**src/rtl/cla_seq_adder_ctrl.sv**
```systemverilog
// cla_seq_adder_ctrl: adds two WIDTH-bit operands through a single 4-bit CLA slice.
// It handles one nibble per cycle, starting with the LSB nibble. The carry is held in a
// register between nibbles.
//
// Ports:
//   clk, rst_n          clock, asynchronous active-low reset
//   in_valid / in_ready operand handshake (A, B, Cin captured on accept)
//   out_valid/out_ready result handshake (S, Cout held until consumed)
//   busy                high while a sum is being formed or waiting to be consumed
//   V                   signed overflow, present only with CLA_SEQ_OVERFLOW_EN defined
//
// Optional feature macro: CLA_SEQ_OVERFLOW_EN (adds output V and its overflow logic).
//
// Also contains cla_4_bit, the 4-bit carry-lookahead slice reused for every nibble.

module cla_4_bit (
   input  logic [3:0] a,
   input  logic [3:0] b,
   input  logic       cin,
   output logic [3:0] s,
   output logic       cout
);
   logic [3:0] g;
   logic [3:0] p;
   logic [4:0] c;

   assign g = a & b;
   assign p = a ^ b;

   // Flattened lookahead equations. No ripple chain through the slice.
   assign c[0] = cin;
   assign c[1] = g[0] | (p[0] & cin);
   assign c[2] = g[1] | (p[1] & g[0]) | (p[1] & p[0] & cin);
   assign c[3] = g[2] | (p[2] & g[1]) | (p[2] & p[1] & g[0]) | (p[2] & p[1] & p[0] & cin);
   assign c[4] = g[3] | (p[3] & g[2]) | (p[3] & p[2] & g[1]) | (p[3] & p[2] & p[1] & g[0])
               | (p[3] & p[2] & p[1] & p[0] & cin);

   assign s    = p ^ c[3:0];
   assign cout = c[4];
endmodule

module cla_seq_adder_ctrl #(
   parameter int unsigned WIDTH = 16
) (
   input  logic             clk,
   input  logic             rst_n,
   input  logic             in_valid,
   output logic             in_ready,
   input  logic [WIDTH-1:0] A,
   input  logic [WIDTH-1:0] B,
   input  logic             Cin,
   output logic             out_valid,
   input  logic             out_ready,
   output logic [WIDTH-1:0] S,
   output logic             Cout,
   output logic             busy
`ifdef CLA_SEQ_OVERFLOW_EN
   ,
   output logic             V
`endif
);
   localparam int unsigned NIB = WIDTH / 4;
   localparam int unsigned CW  = (NIB > 1) ? $clog2(NIB) : 1;
   localparam logic [CW-1:0] LAST = CW'(NIB - 1);

   if ((WIDTH % 4 != 0) || (WIDTH < 4)) begin : g_bad_width
      $error("cla_seq_adder_ctrl: WIDTH must be a multiple of 4 and at least 4");
   end

   typedef enum logic [1:0] {StIdle, StRun, StDone} state_t;

   state_t           state_q;
   logic [CW-1:0]    cnt_q;
   logic             carry_q;
   logic [WIDTH-1:0] a_q;
   logic [WIDTH-1:0] b_q;
   logic [WIDTH-1:0] s_q;
   logic             cout_q;
   logic             out_valid_q;
   logic             in_ready_q;
   logic             busy_q;

   logic [3:0]       nib_a;
   logic [3:0]       nib_b;
   logic [3:0]       nib_s;
   logic             nib_cout;

   always_comb begin
      nib_a = a_q[4*cnt_q +: 4];
      nib_b = b_q[4*cnt_q +: 4];
   end

   cla_4_bit u_slice (
      .a    (nib_a),
      .b    (nib_b),
      .cin  (carry_q),
      .s    (nib_s),
      .cout (nib_cout)
   );

`ifdef CLA_SEQ_OVERFLOW_EN
   logic v_q;
`endif

   always_ff @(posedge clk or negedge rst_n) begin
      if (!rst_n) begin
         state_q     <= StIdle;
         cnt_q       <= '0;
         carry_q     <= 1'b0;
         a_q         <= '0;
         b_q         <= '0;
         s_q         <= '0;
         cout_q      <= 1'b0;
         out_valid_q <= 1'b0;
         in_ready_q  <= 1'b1;
         busy_q      <= 1'b0;
`ifdef CLA_SEQ_OVERFLOW_EN
         v_q         <= 1'b0;
`endif
      end else begin
         unique case (state_q)
            StIdle: begin
               if (in_valid && in_ready_q) begin
                  a_q        <= A;
                  b_q        <= B;
                  carry_q    <= Cin;
                  cnt_q      <= '0;
                  s_q        <= '0;
                  in_ready_q <= 1'b0;
                  busy_q     <= 1'b1;
                  state_q    <= StRun;
               end
            end
            StRun: begin
               s_q[4*cnt_q +: 4] <= nib_s;
               carry_q           <= nib_cout;
               if (cnt_q == LAST) begin
                  cout_q      <= nib_cout;
                  out_valid_q <= 1'b1;
                  cnt_q       <= '0;
                  state_q     <= StDone;
`ifdef CLA_SEQ_OVERFLOW_EN
                  // nib_s[3] is the final MSB of the sum.
                  v_q <= (a_q[WIDTH-1] == b_q[WIDTH-1]) && (nib_s[3] != a_q[WIDTH-1]);
`endif
               end else begin
                  cnt_q <= cnt_q + 1'b1;
               end
            end
            StDone: begin
               if (out_ready) begin
                  out_valid_q <= 1'b0;
                  in_ready_q  <= 1'b1;
                  busy_q      <= 1'b0;
                  state_q     <= StIdle;
               end
            end
            default: state_q <= StIdle;
         endcase
      end
   end

   assign in_ready  = in_ready_q;
   assign out_valid = out_valid_q;
   assign S         = s_q;
   assign Cout      = cout_q;
   assign busy      = busy_q;
`ifdef CLA_SEQ_OVERFLOW_EN
   assign V         = v_q;
`endif
endmodule

```
**config.mk**
```make
export PLATFORM = sky130hd
export DESIGN_NAME = cla_seq_adder_ctrl
export DESIGN_NICKNAME = d
export VERILOG_FILES = /design/src/rtl/cla_seq_adder_ctrl.sv
export SDC_FILE = /design/constraint.sdc
export NUM_CORES = 1
export LEC_CHECK = 0
export ABC_CLOCK_PERIOD_IN_PS = 7400
export BUFFER_PORTS_ARGS = -buffer_cell sky130_fd_sc_hd__buf_2
export CELL_PAD_IN_SITES_DETAIL_PLACEMENT = 1
export CELL_PAD_IN_SITES_GLOBAL_PLACEMENT = 1
export CORE_MARGIN = 10
export CORE_UTILIZATION = 44
export CTS_CLUSTER_SIZE = 24
export DETAILED_ROUTE_END_ITERATION = 8
export PLACE_DENSITY_LB_ADDON = 0.15
export SETUP_SLACK_MARGIN = 0.1
export SLEW_MARGIN = 5
export SYNTH_ARGS = -nofsm -noshare
export SYNTH_HDL_FRONTEND = slang
export SYNTH_SLANG_ARGS = --single-unit
export TNS_END_PERCENT = 5
```
**constraint.sdc**
```tcl
create_clock -name clk -period 7.4 [get_ports clk]
set_input_delay 1.85 -clock clk [delete_from_list [all_inputs] [get_ports clk]]
set_output_delay 1.85 -clock clk [all_outputs]
set_load 0.05 [all_outputs]
```
==> results of run 1 <==
metal layers:
metal | routed length [um] | part of all wire, %
met1 | 3000 | 43
met2 | 3510 | 50
met3 | 371 | 5.3
met4 | 119 | 1.7
met5 | 0 | 0
final timing paths:
kind,end,startpoint
worst max-delay path,S[3],cnt_q[0]
worst min-delay path,S[0],S[0]
worst max register to register,S[3],cnt_q[0]
worst min register to register,S[0],S[0]
max in group asynchronous,a_q[14],rst_n
min in group asynchronous,S[13],rst_n
stage by stage:
step                      hold slack, ns  util, %  setup slack (ns)  cell area (sq um)  power, mW
after floorplan                    0.440        -              4.67               2690      0.318
after global placement             0.455     51.1              4.44               3030      0.333
after detailed placement           0.464     51.1              4.36               3030      0.334
after CTS                          0.480     54.4              4.34               3220      0.614
after global routing               0.509     54.4              4.21               3220      0.631
final                              0.475     54.4              4.37               3220      0.608
final cells by class:
cell class                 count  area, sq um
fill                         721         2700
multi-input combinational    203         1180
clock inverter                 2         10.0
timing repair buffer          59          303
clock buffer                  14          183
inverter                       6         22.5
tap                           75         93.8
sequential                    57         1430
worst max-delay path, delay by kind of cell, from the launching register on:
kind | cells | cell delay [ns]
mux | 1 | 0.66
fa+ha+maj | 1 | 0.34
simple gates | 2 | 0.75
flops | 1 | 0.83
compound gates | 2 | 0.37
cell families (layout without fill, tap and decap cells):
| logic type | count (synthesis) | in the layout |
|---|---|---|
| buffers and inverters | 17 | 81 |
| multiplexers | 8 | 8 |
| AND/OR/NAND/NOR | 143 | 143 |
| AO/OA/AOI/OAI | 39 | 39 |
| adder cells (fa/ha/maj) | 11 | 11 |
| XOR/XNOR | 2 | 2 |
| flip-flops | 57 | 57 |
flip-flops by register name, indices dropped and copies added, names as in the netlist:
register   flops
busy           1
S             16
carry_q        1
cnt_q          2
a_q           16
b_q           16
in_ready       1
Cout           1
out_valid      1
state_q        2
layout by cell type, fill, tap and decap left out, types with 4 or more instances in the layout:
cell                       instances
sky130_fd_sc_hd__a21o_1            6
sky130_fd_sc_hd__a21oi_1           6
sky130_fd_sc_hd__buf_2            56
sky130_fd_sc_hd__clkbuf_8         13
sky130_fd_sc_hd__dfrtp_1          56
sky130_fd_sc_hd__ha_1             10
sky130_fd_sc_hd__inv_1             6
sky130_fd_sc_hd__mux4_2            8
sky130_fd_sc_hd__nand2_1         119
sky130_fd_sc_hd__nand3_1           5
sky130_fd_sc_hd__o21ai_0          14
sky130_fd_sc_hd__o21ai_1           4
power groups by stage:
| stage | Sequential (mW) | Combinational [mW] | Clock [mW] |
|---|---|---|---|
| after detailed placement | 0.317 | 0.0166 | 0 |
| after floorplan | 0.317 | 0.000423 | 0 |
| after CTS | 0.312 | 0.0168 | 0.286 |
| after global placement | 0.317 | 0.0161 | 0 |
| final | 0.312 | 0.0161 | 0.280 |
| after global routing | 0.311 | 0.0190 | 0.301 |
==> flow_results.org, run 1 <==
** Pwr
- Combinational logic is responsible for 2.6% of the overall power.
- Power spread over the standard cell area amounts to 189 nW/um^2.
- Sequential cells burn 51.3% of the power.
- Share of power burned in the clock network :: 46.1%
- Leakage power of the design :: 1.75 nW
- The internal power of the cells totals 0.476 mW.
- VDD sags by at most 0.104 mV.
- Net Sw Power :: 0.132 mW
- Switching power share of the total :: 21.7%

** Synth
- Count of flip-flops with a built-in enable after synthesis :: 0
- Synthesized netlist net count :: 325
- After Yosys synthesis, and, or, nand and nor cells account for 22.1% of the synthesized area.
- The cell count after synthesis came out at 277.
- The synthesized design contains 57 register bits.
- The Yosys step of the flow raised 0 warnings.
- Share of flip-flops with an asynchronous set or reset after synthesis :: 100%
- The cell area that synthesis handed to floorplanning was 2690 sq um.
- Summing the areas of all fa, ha and maj instances in the mapped netlist gives 5.41% of the synthesized area.
- Seq/Total Area, Yosys :: 53.2%
- The number of different library cells used by synthesis comes to 30.
- Each instance of the synthesized netlist takes up on average 9.69 sq um.
- By area, the combinational part of the netlist is dominated by simple AND/OR/NAND/NOR gates.
- Cell types with the largest area share after synthesis :: sky130_fd_sc_hd__dfrtp_1 52%, sky130_fd_sc_hd__nand2_1 17%, sky130_fd_sc_hd__mux4_2 6.7%
- Main flop type after synthesis :: sky130_fd_sc_hd__dfrtp_1
- The largest total area in the synthesized netlist belongs to sky130_fd_sc_hd__dfrtp_1.
- Area fraction in compound gates after synthesis :: 8.95%
- Multiplexer share of the synthesized area :: 6.71%
- Post-synthesis share of cell area spent on xor and xnor gates :: 0.652%
- The commonest cells after synthesis are 119 x sky130_fd_sc_hd__nand2_1, 56 x sky130_fd_sc_hd__dfrtp_1, 14 x sky130_fd_sc_hd__o21ai_0.
- Dominant cell by count in the synthesized netlist :: sky130_fd_sc_hd__nand2_1
- The top cell type by area accounts for 52.2% of the synthesized area.

** Setup path
- Required time of the worst setup path :: 7.66 ns
- Critical path class :: flop to flop
- In this design, the stage delay of the slowest critical-path cell is 0.83 ns.
- In this run the worst path has a maximum fanout of 17.
- The signal on the critical path passes through mux4_2 -> ha_1 -> a21o_1 -> and4_4 -> or4_4 -> o21ai_1.
- For flop-to-flop paths, the worst setup slack is 4.37 ns.
- The slowest stage of the critical path belongs to the cell sky130_fd_sc_hd__dfrtp_1.
- Arrival time at the worst endpoint :: 3.29 ns
- Counting cells, the worst reg-to-reg path comes to 6.
- STA classifies the critical path endpoint as a flop.
- STA classifies the critical path startpoint as a flop.

** Global route
- Largest net degree at the start of global routing :: 58
- For this run the aggregate overflow at the end of global routing stands at 0.
- In the global route stage, met2 resource usage came out at 25.4%.
- The first global-routing pass estimated 12000 um of wire.
- Global routing used 17.7% of the available met1 tracks.
- In the global route stage, met3 resource usage came out at 4.16%.
- The number of global-route vias before repair came to 2435.
- Global router's overall resource usage :: 15.1%
- The number of antenna violations at the first check in global routing is 0.
- Busiest metal layer after global routing :: met2

** Run
- # Max-Cap Violations :: 0

** Timing
- The worst path uses 41.0% of the clock period.
- The number of endpoints with negative hold slack in the final report came to 0.
- Subtracting the final worst setup slack from the clock period gives 3.03 ns.
- Setup total negative slack on the finished layout was measured at 0 ns.
- The max-slew violation total from the final report came to 0.
- Setup violations remaining at the end of the flow were counted as 0.
- Achievable clock frequency :: 330 MHz
- Clock skew after layout :: 0.00651 ns
- Slew @ Worst Pin :: 0.757 ns
- Slew margin rel. :: 49.6%
- Unrepaired setup endpoints after global routing :: no

** Clock network
- Post-CTS repair changed the size of 0 cells.
- Clock tree synthesis selected as its root buffer the cell sky130_fd_sc_hd__clkbuf_8.
- TritonCTS built the clock tree.
- For this design, the CTS-stage hold fixing added 0 buffers.
- Inserted Clock Buffers :: 9
- Clock-pin slew was measured on the worst setup and hold paths at 0.06 ns.
- For the worst-skew pair, the clock arrives at the later sink with an insertion delay of 0.34 ns.
- CTS H-tree lvls :: 3
- Post-CTS Setup Inserts :: 0
- In this run the deepest clock path goes through 2 buffers.
- Clock sink count :: 57

** Outcome
- Run status :: complete, no violations

** Route
- First-pass DRT Iterations :: 4
- Average detailed-routed wire length per instance :: 16.8 um
- Remaining DRCs :: 0
- Via density :: 5.22
- Violation count after the first detailed-route iteration :: 61
- The detail route stage leaves a number of antenna-violating nets equal to 0.
- Count of vias placed by the detailed router :: 2170
- WL final :: 7000 um

** Place
- During placement, the flow inserted port buffers numbering 56.
- Post-detail-place hpwl :: 4960 um
- At the end of routability-driven placement, the weighted congestion stood at 0.810.
- Placed cell count :: 400

** Final layout
- Number of nets in the final layout :: 384
- Layout cell share with drive strength beyond 1 :: 25.5%
- ANT cells :: 0
- After the flow finishes, the layout carries non-filler instances totaling 416.
- Synthesis-to-layout area growth :: 19.9%

** Floorplan
- In this run the count of I/O pins placed on the die edge is 57.
- Once the floorplan was initialized, standard cells occupied 45.4% of the core.
- Number of placement rows :: 28
- Die ar. :: 9630 sq um
- From left edge to right edge, the die measures 98.1 um.
- Placeable Area :: 5920 sq um
- The floorplan step set the die height to 98.1 um.

** Worst hold path
- WHS Path Cells :: 2
- The tightest min-delay check is of the flop to flop type.
Power figures use the tool's default switching activity.
==> run 2: changes to the inputs <==
--- a/config.mk
+++ b/config.mk
@@ -5,12 +5,12 @@
 export SDC_FILE = /design/constraint.sdc
 export NUM_CORES = 1
 export LEC_CHECK = 0
-export ABC_CLOCK_PERIOD_IN_PS = 7400
+export ABC_CLOCK_PERIOD_IN_PS = 2800
 export BUFFER_PORTS_ARGS = -buffer_cell sky130_fd_sc_hd__buf_2
 export CELL_PAD_IN_SITES_DETAIL_PLACEMENT = 1
 export CELL_PAD_IN_SITES_GLOBAL_PLACEMENT = 1
 export CORE_MARGIN = 10
-export CORE_UTILIZATION = 44
+export CORE_UTILIZATION = 41
 export CTS_CLUSTER_SIZE = 24
 export DETAILED_ROUTE_END_ITERATION = 8
 export PLACE_DENSITY_LB_ADDON = 0.15
==> constraint.sdc (replaced) <==
create_clock -name clk -period 2.8 [get_ports clk]
set_input_delay 0.7 -clock clk [delete_from_list [all_inputs] [get_ports clk]]
set_output_delay 0.7 -clock clk [all_outputs]
set_load 0.05 [all_outputs]
==> flow_results.org, run 2 (synthesis results as in run 1) <==
** Timing
- Hold Fails Final Rpt :: 0 (unchanged)
- The setup violation total in the final timing report came to 0 (unchanged).
- Achievable clock frequency :: 389 MHz (+18%)
- Final setup TNS :: 0 ns (unchanged)
- Slew margin rel. :: 51.6% (+2.1 points)
- Unrepaired setup endpoints after global routing :: no
- Clock period minus worst slack :: 2.57 ns (-0.459 ns)
- The worst hold slack after final layout came to 0.390 ns (-0.0847 ns).
- The max-slew violation total from the final report is 0 (unchanged).
- The share of the clock period used by the worst path was 91.8% (+51 points).
- The setup clock skew after layout was 0.00853 ns (+0.00202 ns).
- The pin slew with the least headroom to its limit was 0.725 ns (-0.0311 ns).

** Setup path
- In this run the critical register-to-register path is captured at S[7].
- The worst setup path is captured at a flop.
- The highest fanout seen on the critical path is 4 (-13).
- Required time of the worst setup path :: 3.06 ns (-4.60 ns)
- Traced cell by cell, the critical path runs through mux4_2 -> ha_1 -> a21o_1 -> and4_4 -> or4_4 -> o21ai_1.
- Critical-path top delay cell :: sky130_fd_sc_hd__mux4_2
- The data arrival time at the worst-slack endpoint was 2.83 ns (-0.46 ns).
- The worst setup path is launched from a flop.
- In this run the critical register-to-register path is launched from cnt_q[0].
- Length in cells of the worst reg-to-reg path :: 6 (unchanged)
- The worst setup path is of the flop to flop kind.
- Maximum single-stage delay on the critical path :: 0.59 ns (-0.24 ns)
- Slack of the worst reg-to-reg path :: 0.23 ns (-4.14 ns)

** Global route
- Antenna violations before repair :: 0 (unchanged)
- The overall fraction of global-route tracks in use is 14.6% (-0.54 points).
- Aggregate global routing overflow :: 0 (unchanged)
- Vias in the first global route :: 2411 (-0.99%)
- The maximum number of pins on one net before global-route repair came to 34 (-41%).
- The wire length of the first global-routing pass came to 11900 um (-1.1%).

** Floorplan
- The x dimension of the die came to 101 um (+2.9%).
- The number of I/O pins is 57 (unchanged).
- The area of the die was 10200 sq um (+5.8%).
- The vertical die dimension was 101 um (+2.9%).
- Number of placement rows :: 29 (+3.6%)
- Placeable Area :: 6350 sq um (+7.2%)
- Starting utilization of the core area :: 42.3% (-3.1 points)

** Pwr
- The static power due to leakage is 1.76 nW (+0.36%).
- The proportion of total power due to net switching was 22.2% (+0.51 points).
- Share of power burned in the clock network :: 43.0% (-3.1 points)
- The ratio of total power to cell area was 471 nW/um^2 (+150%).
- Sequential group share of total power :: 54.1% (+2.8 points)
- Logic pwr share :: 2.9% (+0.3 points)
- The internal power contribution came to 1.18 mW (+150%).
- The net switching power came to 0.338 mW (+160%).
- Largest vdd supply drop :: 0.259 mV (+150%)

** Final layout
- The sequential cell area was 1430 sq um (unchanged).
- Fillers :: 754 (+4.6%)
- The number of nets in the final layout was 387 (+0.78%).
- Relative to the synthesized area, the layout overhead comes to 20.4%.
- Highest-count cells in the layout ignoring fill and taps :: 119 x sky130_fd_sc_hd__nand2_1, 56 x sky130_fd_sc_hd__dfrtp_1, 56 x sky130_fd_sc_hd__buf_2, 14 x sky130_fd_sc_hd__o21ai_0
- ANT cells :: 0 (unchanged)
- Area taken by multi-input logic gates :: 1180 sq um (unchanged)
- Most common cell after layout, fill and taps aside :: sky130_fd_sc_hd__nand2_1
- The fraction of layout cells with a size suffix above 1 is 25.9% (+0.36 points).
- Total non-filler cell area in the finished layout :: 3230 sq um (+0.43%)

** Route
- The routed length per placed instance was 16.4 um (-2.7%).
- Final antenna-violating net count :: 0 (unchanged)
- Via density :: 5.07 (-2.7%)
- The iteration-0 DRC count of the detailed router was 52 (-15%).
- Count of vias placed by the detailed router :: 2136 (-1.6%)
- First-pass DRT Iterations :: 4 (unchanged)
- The routed wire length was 6890 um (-1.5%).
- The number of DRC violations after detailed routing was 0 (unchanged).

** Place
- The standard cell area after detailed placement was 3060 sq um (+1.2%).
- Routability congestion estimate from global placement :: 0.828 (+2.2%)
- The detailed placer's ending HPWL was 5330 um (+7.4%).
- Count of input and output buffers :: 56 (unchanged)

** Outcome
- Run status :: complete, no violations

** Clock network
- The H-tree level count was 3 (unchanged).
- Buffer levels on the longest clock path :: 2 (unchanged)
- The CTS clock-pin slew for the worst setup and hold paths was 0.06 ns (about the same).
- Clk Latency, worst-skew pair :: 0.33 ns (about the same)
- TritonCTS clock tree :: done
- The number of buffers inserted to repair setup after CTS was 0 (unchanged).
- Inserted Clock Buffers :: 9 (unchanged)
- Cell at the root of the clock tree :: sky130_fd_sc_hd__clkbuf_8
- Clock sink count :: 57 (unchanged)

** Run
- The max-capacitance violation count is 0 (unchanged).

** Worst hold path
- The min-delay analysis places its worst path in the category primary input to asynchronous set/reset pin.
[run 2: changes by cell type in the layout (fill, tap and decap cells not counted)]
| cell | before | now |
|---|---|---|
| sky130_fd_sc_hd__buf_12 | 0 | 1 |
| sky130_fd_sc_hd__buf_4 | 3 | 4 |
| sky130_fd_sc_hd__buf_6 | 0 | 1 |
| sky130_fd_sc_hd__clkbuf_1 | 1 | 2 |
| sky130_fd_sc_hd__clkbuf_8 | 13 | 10 |
| sky130_fd_sc_hd__clkinv_2 | 2 | 4 |
[run 2: how the worst max path moves through the flow]
stage	startpoint	to	slack [ns]	cells past startpoint
finish	cnt_q[0]	S[7]	0.23	6
global route	cnt_q[0]	S[15]	0.10	7
CTS	cnt_q[0]	S[7]	0.20	7
detailed placement	cnt_q[0]	S[7]	0.21	7
global placement	cnt_q[0]	S[7]	0.29	7
floorplan	cnt_q[0]	S[3]	0.14	7
[run 2: worst max-delay path, delay by kind of cell, from the launching register on]
family / cells / cell delay, ns
AOI/OAI and AO/OA: 2 / 0.36
and+or+nand+nor: 2 / 0.75
adders and majority gates: 1 / 0.34
DFF: 1 / 0.46
muxes: 1 / 0.59
[run 2: final cells by class]
cell class	count	area share, %
Tap cell	77	2.98
Clock buffer	12	4.49
Clock inverter	4	0.619
Multi-Input combinational cell	203	36.5
Inverter	6	0.697
Timing Repair Buffer	62	10.6
Sequential cell	57	44.2
[run 2: metal layers]
layer  up-vias  track usage (%)  part of all wire (%)
met5         -                0                     0
met1      1035             17.5                    44
li1       1049                -                     -
met3        10             4.94                   5.6
met2        42             23.6                    49
met4         0             5.47                   1.2
[run 2: repair_timing]
| item | 4_1_cts | 5_1_grt |
|---|---|---|
| hold buffers | 0 | 0 |
| gates resized for setup | 0 | 1 |
| endpoints found under the setup margin | 0 | 4 |
[run 2: power groups by stage]
stage,Clock [mW],Combinational (mW),Sequential (mW)
2_1_floorplan,0,0.00112,0.839
3_3_place_gp,0,0.0451,0.839
3_5_place_dp,0,0.0459,0.839
4_1_cts,0.676,0.0463,0.824
5_1_grt,0.717,0.0521,0.823
6_report,0.654,0.0442,0.824
[run 2: per-stage QoR]
stage                     setup slack [ns]  total power [mW]  utilization [%]  cells
final                                0.229              1.52             50.9    421
after detailed placement             0.214             0.885             48.2    405
after CTS                            0.199              1.55             50.8    421
after global placement               0.289             0.884             48.2    405
after floorplan                      0.145             0.840                -    277
after global routing                 0.101              1.59             50.9    421
